<file path="config.mk">
export PLATFORM = sky130hd
export DESIGN_NAME = piso_8_flat
export DESIGN_NICKNAME = d
export VERILOG_FILES = /design/src/rtl/piso_8_if.sv /design/src/rtl/piso_8.sv /design/src/flat_wrapper.sv
export SDC_FILE = /design/constraint.sdc
export NUM_CORES = 1
export LEC_CHECK = 0
export ABC_AREA = 1
export BUFFER_PORTS_ARGS = -buffer_cell sky130_fd_sc_hd__buf_2
export CAP_MARGIN = 10
export CORE_ASPECT_RATIO = 1.4
export CORE_MARGIN = 2
export CORE_UTILIZATION = 50
export CTS_BUF_LIST = sky130_fd_sc_hd__clkbuf_16
export CTS_CLUSTER_SIZE = 16
export DETAILED_ROUTE_END_ITERATION = 6
export PLACE_DENSITY = 0.83
export SLEW_MARGIN = 30
export SYNTH_ARGS = -nofsm -noshare
export SYNTH_HDL_FRONTEND = slang
export SYNTH_SLANG_ARGS = --single-unit
</file>
<file path="constraint.sdc">
create_clock -name clk -period 3.1 [get_ports clk]
set_input_delay 0 -clock clk [delete_from_list [all_inputs] [get_ports clk]]
set_output_delay 0 -clock clk [all_outputs]
set_load 0.01 [all_outputs]
</file>
<file path="src/rtl/piso_8_if.sv">
// Load handshake and serial output bundle for the piso_8 transmitter.
// The master modport is the word source; the slave modport is the transmitter.
interface piso_8_if #(
    parameter int unsigned WIDTH = 8
);
    logic [WIDTH-1:0] data;
    logic             load_valid;
    logic             load_ready;
    logic             sout;
    logic             sout_bar;
    logic             sout_valid;
    logic             sout_last;
    logic             busy;
    logic [7:0]       words_sent;

    modport master (
        output data,
        output load_valid,
        input  load_ready,
        input  sout,
        input  sout_bar,
        input  sout_valid,
        input  sout_last,
        input  busy,
        input  words_sent
    );

    modport slave (
        input  data,
        input  load_valid,
        output load_ready,
        output sout,
        output sout_bar,
        output sout_valid,
        output sout_last,
        output busy,
        output words_sent
    );
endinterface

</file>
<file path="src/rtl/piso_8.sv">
// Parallel-in serial-out transmitter: valid/ready word load, one bit per clock,
// gapless back-to-back streaming, complementary output and a sent-word counter.
module piso_8 #(
    parameter int unsigned WIDTH     = 8,
    parameter bit          MSB_FIRST = 1'b1
) (
    input  logic    clk,
    input  logic    rst,
    piso_8_if.slave bus
);
    localparam int unsigned     CW       = (WIDTH > 1) ? $clog2(WIDTH) : 1;
    localparam logic [CW-1:0]   CNT_LAST = CW'(WIDTH - 1);

    typedef enum logic {
        IDLE,
        SHIFT
    } state_t;

    state_t           state;
    state_t           state_next;
    logic [WIDTH-1:0] sreg;
    logic [WIDTH-1:0] sreg_shifted;
    logic             head_bit;
    logic [CW-1:0]    cnt;
    logic [7:0]       words_sent;
    logic             at_last;
    logic             load_ready;
    logic             accept;

    // Output end of the shift register and the zero-filled shift toward it.
    generate
        if (MSB_FIRST) begin : g_msb
            assign head_bit     = sreg[WIDTH-1];
            assign sreg_shifted = {sreg[WIDTH-2:0], 1'b0};
        end else begin : g_lsb
            assign head_bit     = sreg[0];
            assign sreg_shifted = {1'b0, sreg[WIDTH-1:1]};
        end
    endgenerate

    // Ready depends only on state and cnt so no path exists from load_valid.
    always_comb begin
        at_last    = (state == SHIFT) && (cnt == CNT_LAST);
        load_ready = (state == IDLE) || at_last;
        accept     = bus.load_valid && load_ready;
    end

    always_ff @(posedge clk or negedge rst) begin
        if (!rst) begin
            state <= IDLE;
        end else begin
            state <= state_next;
        end
    end

    always_comb begin
        state_next = state;
        case (state)
            IDLE: begin
                if (accept) begin
                    state_next = SHIFT;
                end
            end
            SHIFT: begin
                if (at_last && !accept) begin
                    state_next = IDLE;
                end
            end
            default: state_next = IDLE;
        endcase
    end

    always_comb begin
        bus.load_ready = load_ready;
        bus.sout_valid = (state == SHIFT);
        bus.busy       = (state == SHIFT);
        bus.sout_last  = at_last;
        bus.sout       = (state == SHIFT) && head_bit;
        bus.sout_bar   = !((state == SHIFT) && head_bit);
        bus.words_sent = words_sent;
    end

    // A reload at the last bit takes priority over the shift, keeping the stream gapless.
    always_ff @(posedge clk or negedge rst) begin
        if (!rst) begin
            sreg       <= '0;
            cnt        <= '0;
            words_sent <= '0;
        end else begin
            if (accept) begin
                sreg <= bus.data;
                cnt  <= '0;
            end else if (state == SHIFT) begin
                sreg <= sreg_shifted;
                cnt  <= at_last ? '0 : cnt + CW'(1);
            end
            if (at_last) begin
                words_sent <= words_sent + 8'd1;
            end
        end
    end
endmodule

</file>
<file path="src/flat_wrapper.sv">
// flat-port wrapper written by rule: the top's interface ports become plain ports
module piso_8_flat 
#(
    parameter int unsigned WIDTH     = 8,
    parameter bit          MSB_FIRST = 1'b1
)
  (clk, rst, bus_data, bus_load_valid, bus_load_ready, bus_sout, bus_sout_bar, bus_sout_valid, bus_sout_last, bus_busy, bus_words_sent);
  piso_8_if #(.WIDTH(WIDTH)) bus_i ();
  input  logic clk;
  input  logic rst;
  input wire logic [$bits(bus_i.data)-1:0] bus_data;
  input wire logic [$bits(bus_i.load_valid)-1:0] bus_load_valid;
  output wire logic [$bits(bus_i.load_ready)-1:0] bus_load_ready;
  output wire logic [$bits(bus_i.sout)-1:0] bus_sout;
  output wire logic [$bits(bus_i.sout_bar)-1:0] bus_sout_bar;
  output wire logic [$bits(bus_i.sout_valid)-1:0] bus_sout_valid;
  output wire logic [$bits(bus_i.sout_last)-1:0] bus_sout_last;
  output wire logic [$bits(bus_i.busy)-1:0] bus_busy;
  output wire logic [$bits(bus_i.words_sent)-1:0] bus_words_sent;
  assign bus_i.data = bus_data;
  assign bus_i.load_valid = bus_load_valid;
  assign bus_load_ready = bus_i.load_ready;
  assign bus_sout = bus_i.sout;
  assign bus_sout_bar = bus_i.sout_bar;
  assign bus_sout_valid = bus_i.sout_valid;
  assign bus_sout_last = bus_i.sout_last;
  assign bus_busy = bus_i.busy;
  assign bus_words_sent = bus_i.words_sent;
  piso_8 #(.WIDTH(WIDTH), .MSB_FIRST(MSB_FIRST)) u_core (.clk(clk), .rst(rst), .bus(bus_i));
endmodule
</file>
==> results of run 1 <==
==> critical path: stages, from the launching register on <==
cell and delay [ns]:
dfrtp_1 0.46, nor2_1 0.56, inv_1 0.30, nand3_1 0.16, nand3_1 0.08
==> power by group through the flow <==
stage	Clock [mW]	Combinational, mW	Sequential, mW
final	0.262	0.290	0.414
after floorplan	0	0.183	0.414
after global placement	0	0.277	0.412
after CTS	0.268	0.295	0.413
after detailed placement	0	0.283	0.417
after global routing	0.277	0.344	0.424
==> stage by stage <==
step / area, µm² / total power, mW / util / instances
floorplan: 931 / 0.597 / - / 111
CTS: 1240 / 0.976 / 0.707 / 167
global route: 1240 / 1.05 / 0.707 / 167
global placement: 1060 / 0.689 / 0.605 / 153
detailed placement: 1060 / 0.700 / 0.605 / 153
finish: 1240 / 0.966 / 0.707 / 167
==> cells by family (layout without fill, tap and decap cells) <==
kind of cell	Yosys count	in the layout	share of synthesized area
AND/OR/NAND/NOR	69	69	0.317
flip-flops	20	20	0.538
buffers and inverters	14	50	0.0618
XOR/XNOR	4	4	0.0376
adder cells (fa/ha/maj)	3	3	0.0403
AO/OA/AOI/OAI	1	1	0.00537
==> layout by cell type (no fill, tap or decap), drive strengths merged, types with 2 or more instances in the layout <==
cell type and n:
nand2 44, buf 24, nand3 20, dfrtp 20
inv 12, dlygate4sd3 10, nor2 4, ha 3
clkbuf 3, xor2 2, xnor2 2
==> cell usage after synthesis <==
| cell type | count | area share |
|---|---|---|
| nor2_1 | 3 | 0.012 |
| inv_2 | 1 | 0.0040 |
| ha_1 | 3 | 0.040 |
| dfrtp_1 | 20 | 0.54 |
| xnor2_1 | 2 | 0.019 |
| buf_2 | 1 | 0.0054 |
| nand3b_1 | 1 | 0.0081 |
| nand3_1 | 20 | 0.11 |
| nand2_1 | 42 | 0.17 |
| inv_1 | 11 | 0.044 |
| o21ai_0 | 1 | 0.0054 |
| buf_4 | 1 | 0.0081 |
| nand2_2 | 2 | 0.013 |
| xor2_1 | 2 | 0.019 |
| nor2_2 | 1 | 0.0067 |
==> path summary, 6_finish.rpt <==
kind / slack [ns] / cells after the start / endpoint / from
worst max-delay path: 1.42 / 4 / u_core.sreg[2]$_DFFE_PN0P_ / u_core.bus.busy$_DFF_PN0_
worst min-delay path: 0.22 / 2 / u_core.bus.words_sent[3]$_DFFE_PN0P_ / rst
worst max register to register: 1.42 / 4 / u_core.sreg[2]$_DFFE_PN0P_ / u_core.bus.busy$_DFF_PN0_
worst min register to register: 0.48 / 2 / u_core.cnt[2]$_DFFE_PN0P_ / u_core.cnt[2]$_DFFE_PN0P_
max in group asynchronous: 2.57 / 2 / u_core.cnt[1]$_DFFE_PN0P_ / rst
min in group clk: 0.48 / 2 / u_core.cnt[2]$_DFFE_PN0P_ / u_core.cnt[2]$_DFFE_PN0P_
==> layout make-up <==
class / count / area, µm² / share of cell area
flip-flops and latches: 20 / 500 / 0.403
multi-input cells: 77 / 373 / 0.300
repair buffers: 34 / 220 / 0.177
clock buffers: 3 / 75.1 / 0.0604
inverters: 12 / 45.0 / 0.0363
well taps: 20 / 25.0 / 0.0201
clock inverters: 1 / 3.75 / 0.00302
==> state kept, by name (all words and copies together) (netlist names) <==
register	count
u_core.bus.busy	1
u_core.bus.words_sent	8
u_core.cnt	3
u_core.sreg	8
==> metal layers <==
metal	wire, µm	vias to the layer above	track usage
met2	951	26	0.373
met3	90	5	0.0360
met5	0	-	0
met1	774	381	0.201
li1	-	419	-
met4	47	0	0.117
==> summary.md, run 1 <==
| Metric | Value |
|---|---|
| Setup TNS | 0 ns |
| Total number of H-tree levels | 1 |
| Core area | 1760 µm² |
| Crit path DAT | around 1.8 ns |
| Fill count | around 140 |
| Worst-case clock buffer depth | 2 |
| Clock Root Buffer | clkbuf_16 |
| Post-CTS sizing | 0 |
| Final min period | 1.68 ns |
| Fin crit share | 0.543 |
| Crit path max fanout | 12 |
| Starting Density | 0.530 |
| Yosys warning count | 0 |
| Initial antenna violation count | 0 |
| Startpoint Class | flop |
| Crit end category | flop |
| DPL Wire Length | 1300 µm |
| Largest net degree at the start of global routing | 21 |
| Power per standard cell area | roughly 780 nW/µm² |
| Static Leak | between 0.6 and 0.7 nW |
| Drt total wl | between 1500 and 2000 µm |
| ANT nets after route | 0 |
| Clk_skew | approximately 0.0077 ns |
| Worst slew margin | 0.556 |
| Die Y | ~55 µm |
| Total Routing Usage GR | 0.203 |
| Clock share of power | 0.271 |
| Setup ws final | ~1.4 ns |
| Diodes inserted | 0 |
| HP Class | in -> async |
| Clock latency on the worst-skew pair | around 0.25 ns |
| Detailed Routing Iterations Pass 1 | 4 |
| Die W | 40.5 µm |
| Share of layout cells above drive strength 1 | 0.211 |
| CP required | around 3.2 ns |
| Tightest hold margin | ~0.22 ns |
| CTS Hold Bufs | 10 |
| IO Pins | 25 |
| Area growth from synthesis to layout | 33.5% |
| Net Sw Frac | 0.333 |
| Global-route wire length before repair | roughly 3000 µm |
| Final Max Tran Viols | 0 |
| Synth Register Bits | 20 |
| Post-synthesis sequential area ratio | 0.538 |
| Final #Nets | 162 |
| Gr ovfl total | 0 |
| FP Rows | 18 |
| P_sw | roughly 0.32 mW |
| Worst vdd ir | approximately 0.00056 V |
| DIE AREA | between 2000 and 2500 µm² |
| Final Hold Fails | 0 |
| Vias per cell | approximately 5 |
| Post-Synthesis Cells | roughly 110 |
| Status | finished clean |
| Fmax | between 0.5 and 0.6 GHz |
| Clock slew at reported path FFs | 0.06 ns |
| CTS tree | yes |
| Via count | just over 800 |
| CP Class | reg -> reg |
| DP Worst Slack | between 1 and 1.5 ns |
| Routability congestion estimate | 0.719 |
| DR iter-0 viols | 7 |
| Cts bufs inserted | 3 |
| Final-report setup violation count | 0 |
| Post-Syn Area | roughly 930 µm² |
| Avg Cell Area, Syn | approximately 8.4 µm² |
| Total clock sinks | 20 |
| Distinct cells, synth | 15 |
| Post-CTS Setup Inserts | 0 |
| Worst Tran Pin Value | roughly 0.66 ns |
| Logic gate share of total power | 0.301 |
| Flop pwr share | 0.428 |
| RSZ-0062 raised after global routing | no |
| Max-Cap Viols | 0 |
| Vias in the first global route | ~760 |
| Average wire per standard cell | 11.2 µm |
| Post-route DRC | 0 |
| Internal | 0.644 mW |
| Port buffer count | 24 |
| Syn Nets | about 130 |
Power figures use the tool's default switching activity.
==> run 2: changes to the inputs <==
Clock period 3.1 ns to 1.6 ns, I/O delays scaled along.
==> run 2 against run 1 <==
Net effect: non-clock buffer count up 3; maximum frequency rose by 16%; final cell count rose by 1.2%; clock power increased by 89%; critical path depth grew 4; utilization grew 1.5 points; combinational power is 110% higher; via count grew 1.4%; clock skew is 0.0066 ns lower; final area up 2.1%.
==> summary.md, run 2 (synthesis results as in run 1) <==
| Metric | Value |
|---|---|
| Status | finished clean |
| Total number of H-tree levels | 1 |
| Vias per cell | about 5 |
| ANT nets after route | 0 |
| DP Worst Slack | 0.0827 ns |
| Setup ws final | roughly 0.15 ns |
| Most common cell after layout, fill and taps aside | nand2_1 |
| Core area | between 1500 and 2000 µm² |
| CP required | about 1.8 ns |
| CP Class | reg -> reg |
| Final Hold Fails | 0 |
| Clock slew at reported path FFs | ~0.050 ns |
| Area growth from synthesis to layout | 36.3% |
| Global-route wire length before repair | 2930 µm |
| RR Endpoint | u_core.sreg[4]$_DFFE_PN0P_ |
| Final #Nets | between 150 and 200 |
| Static Leak | between 0.7 and 0.8 nW |
| Total Routing Usage GR | 0.195 |
| RSZ-0062 raised after global routing | no |
| Footprint of the multi-input gates | around 380 µm² |
| Worst-path cell chain | ha_1 > ha_1 > inv_1 > nand2_2 > nand2_4 > buf_4 > nand3_1 > nand3_1 |
| Final Max Tran Viols | 0 |
| Worst Tran Pin Value | around 0.44 ns |
| Clock Root Buffer | clkbuf_16 |
| Drt total wl | approximately 1900 µm |
| Initial antenna violation count | 0 |
| FF-to-FF Start | u_core.cnt[0]$_DFFE_PN0P_ |
| Detailed Routing Iterations Pass 1 | 4 |
| Startpoint Class | flop |
| Placed Cells | 154 |
| Core Util, Final | 0.722 |
| Worst path depth | 8 |
| Starting Density | 0.530 |
| Fmax | around 0.7 GHz |
| Most frequent cells in the layout | nand2_1 (41), buf_2 (24), nand3_1 (20), dfrtp_1 (20), inv_1 (11) |
| Max-Cap Viols | 0 |
| Die W | slightly above 40 µm |
| CP max stage delay | between 0.3 and 0.4 ns |
| HP Class | in -> async |
| FF-to-FF path depth | 8 |
| Slowest-stage cell, CP | dfrtp_1 |
| Total clock sinks | 20 |
| Final Non-Filler Cells | ~170 |
| Via count | 843 |
| Tightest hold margin | between 0.2 and 0.25 ns |
| Largest net degree at the start of global routing | 21 |
| Clk_skew | between 0.001 and 0.0015 ns |
| Critical Path Sink | u_core.sreg[4]$_DFFE_PN0P_ |
| Die Y | roughly 55 µm |
| Clock latency on the worst-skew pair | between 0.2 and 0.3 ns |
| Final min period | 1.45 ns |
| Post-route DRC | 0 |
| Routability congestion estimate | 0.798 |
| IO Pins | 25 |
| Worst vdd ir | just over 0.0008 V |
| Setup TNS | 0 ns |
| Largest regs | u_core.bus.words_sent (8), u_core.sreg (8), u_core.cnt (3) |
| Power per standard cell area | 1490 nW/µm² |
| R2R Setup Slk | between 0.1 and 0.15 ns |
| Share of layout cells above drive strength 1 | 0.235 |
| Port buffer count | 24 |
| Worst path buffer plus inverter count | 2 |
| Gr ovfl total | 0 |
| FF+latch area | ~500 µm² |
| CTS tree | yes |
| Final-report setup violation count | 0 |
| Fin crit share | 0.908 |
| Critical Path Source | u_core.cnt[0]$_DFFE_PN0P_ |
| Crit path max fanout | 5 |
| Worst-case clock buffer depth | 2 |
| Design Area, Final | roughly 1300 µm² |
| DP Area | 1070 µm² |
| Worst slew margin | 0.706 |
| Tot Pwr | about 1.9 mW |
| Average wire per standard cell | roughly 11 µm |
| Top delay family on crit path | adder cells |
| DPL Wire Length | 1310 µm |
| Vias in the first global route | around 750 |
| FP Rows | 18 |
| Fill count | between 100 and 150 |
| Crit end category | flop |
| DR iter-0 viols | 7 |
| Cts bufs inserted | 3 |
| DIE AREA | about 2200 µm² |
| Crit path DAT | 1.63 ns |
| Diodes inserted | 0 |
==> run 2: cell count changes in the layout (fill, tap and decap cells not counted) <==
cell	before	now
buf_4	0	3
clkinv_1	1	0
nand2_1	42	41
nand2_4	0	1
==> run 2: final cells by class <==
type,instances,area share
clock buffers,3,0.0592
well taps,20,0.0197
inverters,12,0.0355
flip-flops and latches,20,0.394
repair buffers,37,0.191
multi-input cells,77,0.300
==> run 2: where the power goes <==
group	switching, mW	total [mW]	internal (mW)
Combinational	0.330	0.604	0.273
Clock	0.165	0.494	0.329
Sequential	0.130	0.798	0.668
Total	0.626	1.90	1.27
==> run 2: worst reg2reg max path, cell delays in order (launching register included) <==
cell and delay [ns]:
dfrtp_1 0.39, ha_1 0.21, ha_1 0.21, inv_1 0.10, nand2_2 0.10, nand2_4 0.11, buf_4 0.13, nand3_1 0.07
nand3_1 0.08
==> run 2: repair_timing <==
action / 4_1_cts / 5_1_grt
buffers inserted: 0 / 2
endpoints found under the hold margin: 29 / 0
endpoints found under the setup margin: 0 / 8
resized for setup: 0 / 2
hold buffers: 10 / 0
==> run 2: how the worst min path moves through the flow <==
stage,depth (start not counted),end,start
detailed placement,1,u_core.bus.words_sent[1]$_DFFE_PN0P_,rst
finish,2,u_core.bus.words_sent[1]$_DFFE_PN0P_,rst
CTS,2,u_core.bus.words_sent[1]$_DFFE_PN0P_,rst
global placement,1,u_core.bus.words_sent[2]$_DFFE_PN0P_,rst
global route,2,u_core.bus.words_sent[2]$_DFFE_PN0P_,rst
floorplan,0,u_core.bus.busy$_DFF_PN0_,rst
==> run 2: layer usage <==
layer  wire length (µm)  track usage  up-vias  share of wire
li1                   -            -      422              -
met1                765        0.206      394           0.40
met2               1030        0.354       25           0.54
met3                 90       0.0400        2          0.048
met4                  9       0.0833        0         0.0048
met5                  0            0        -              0
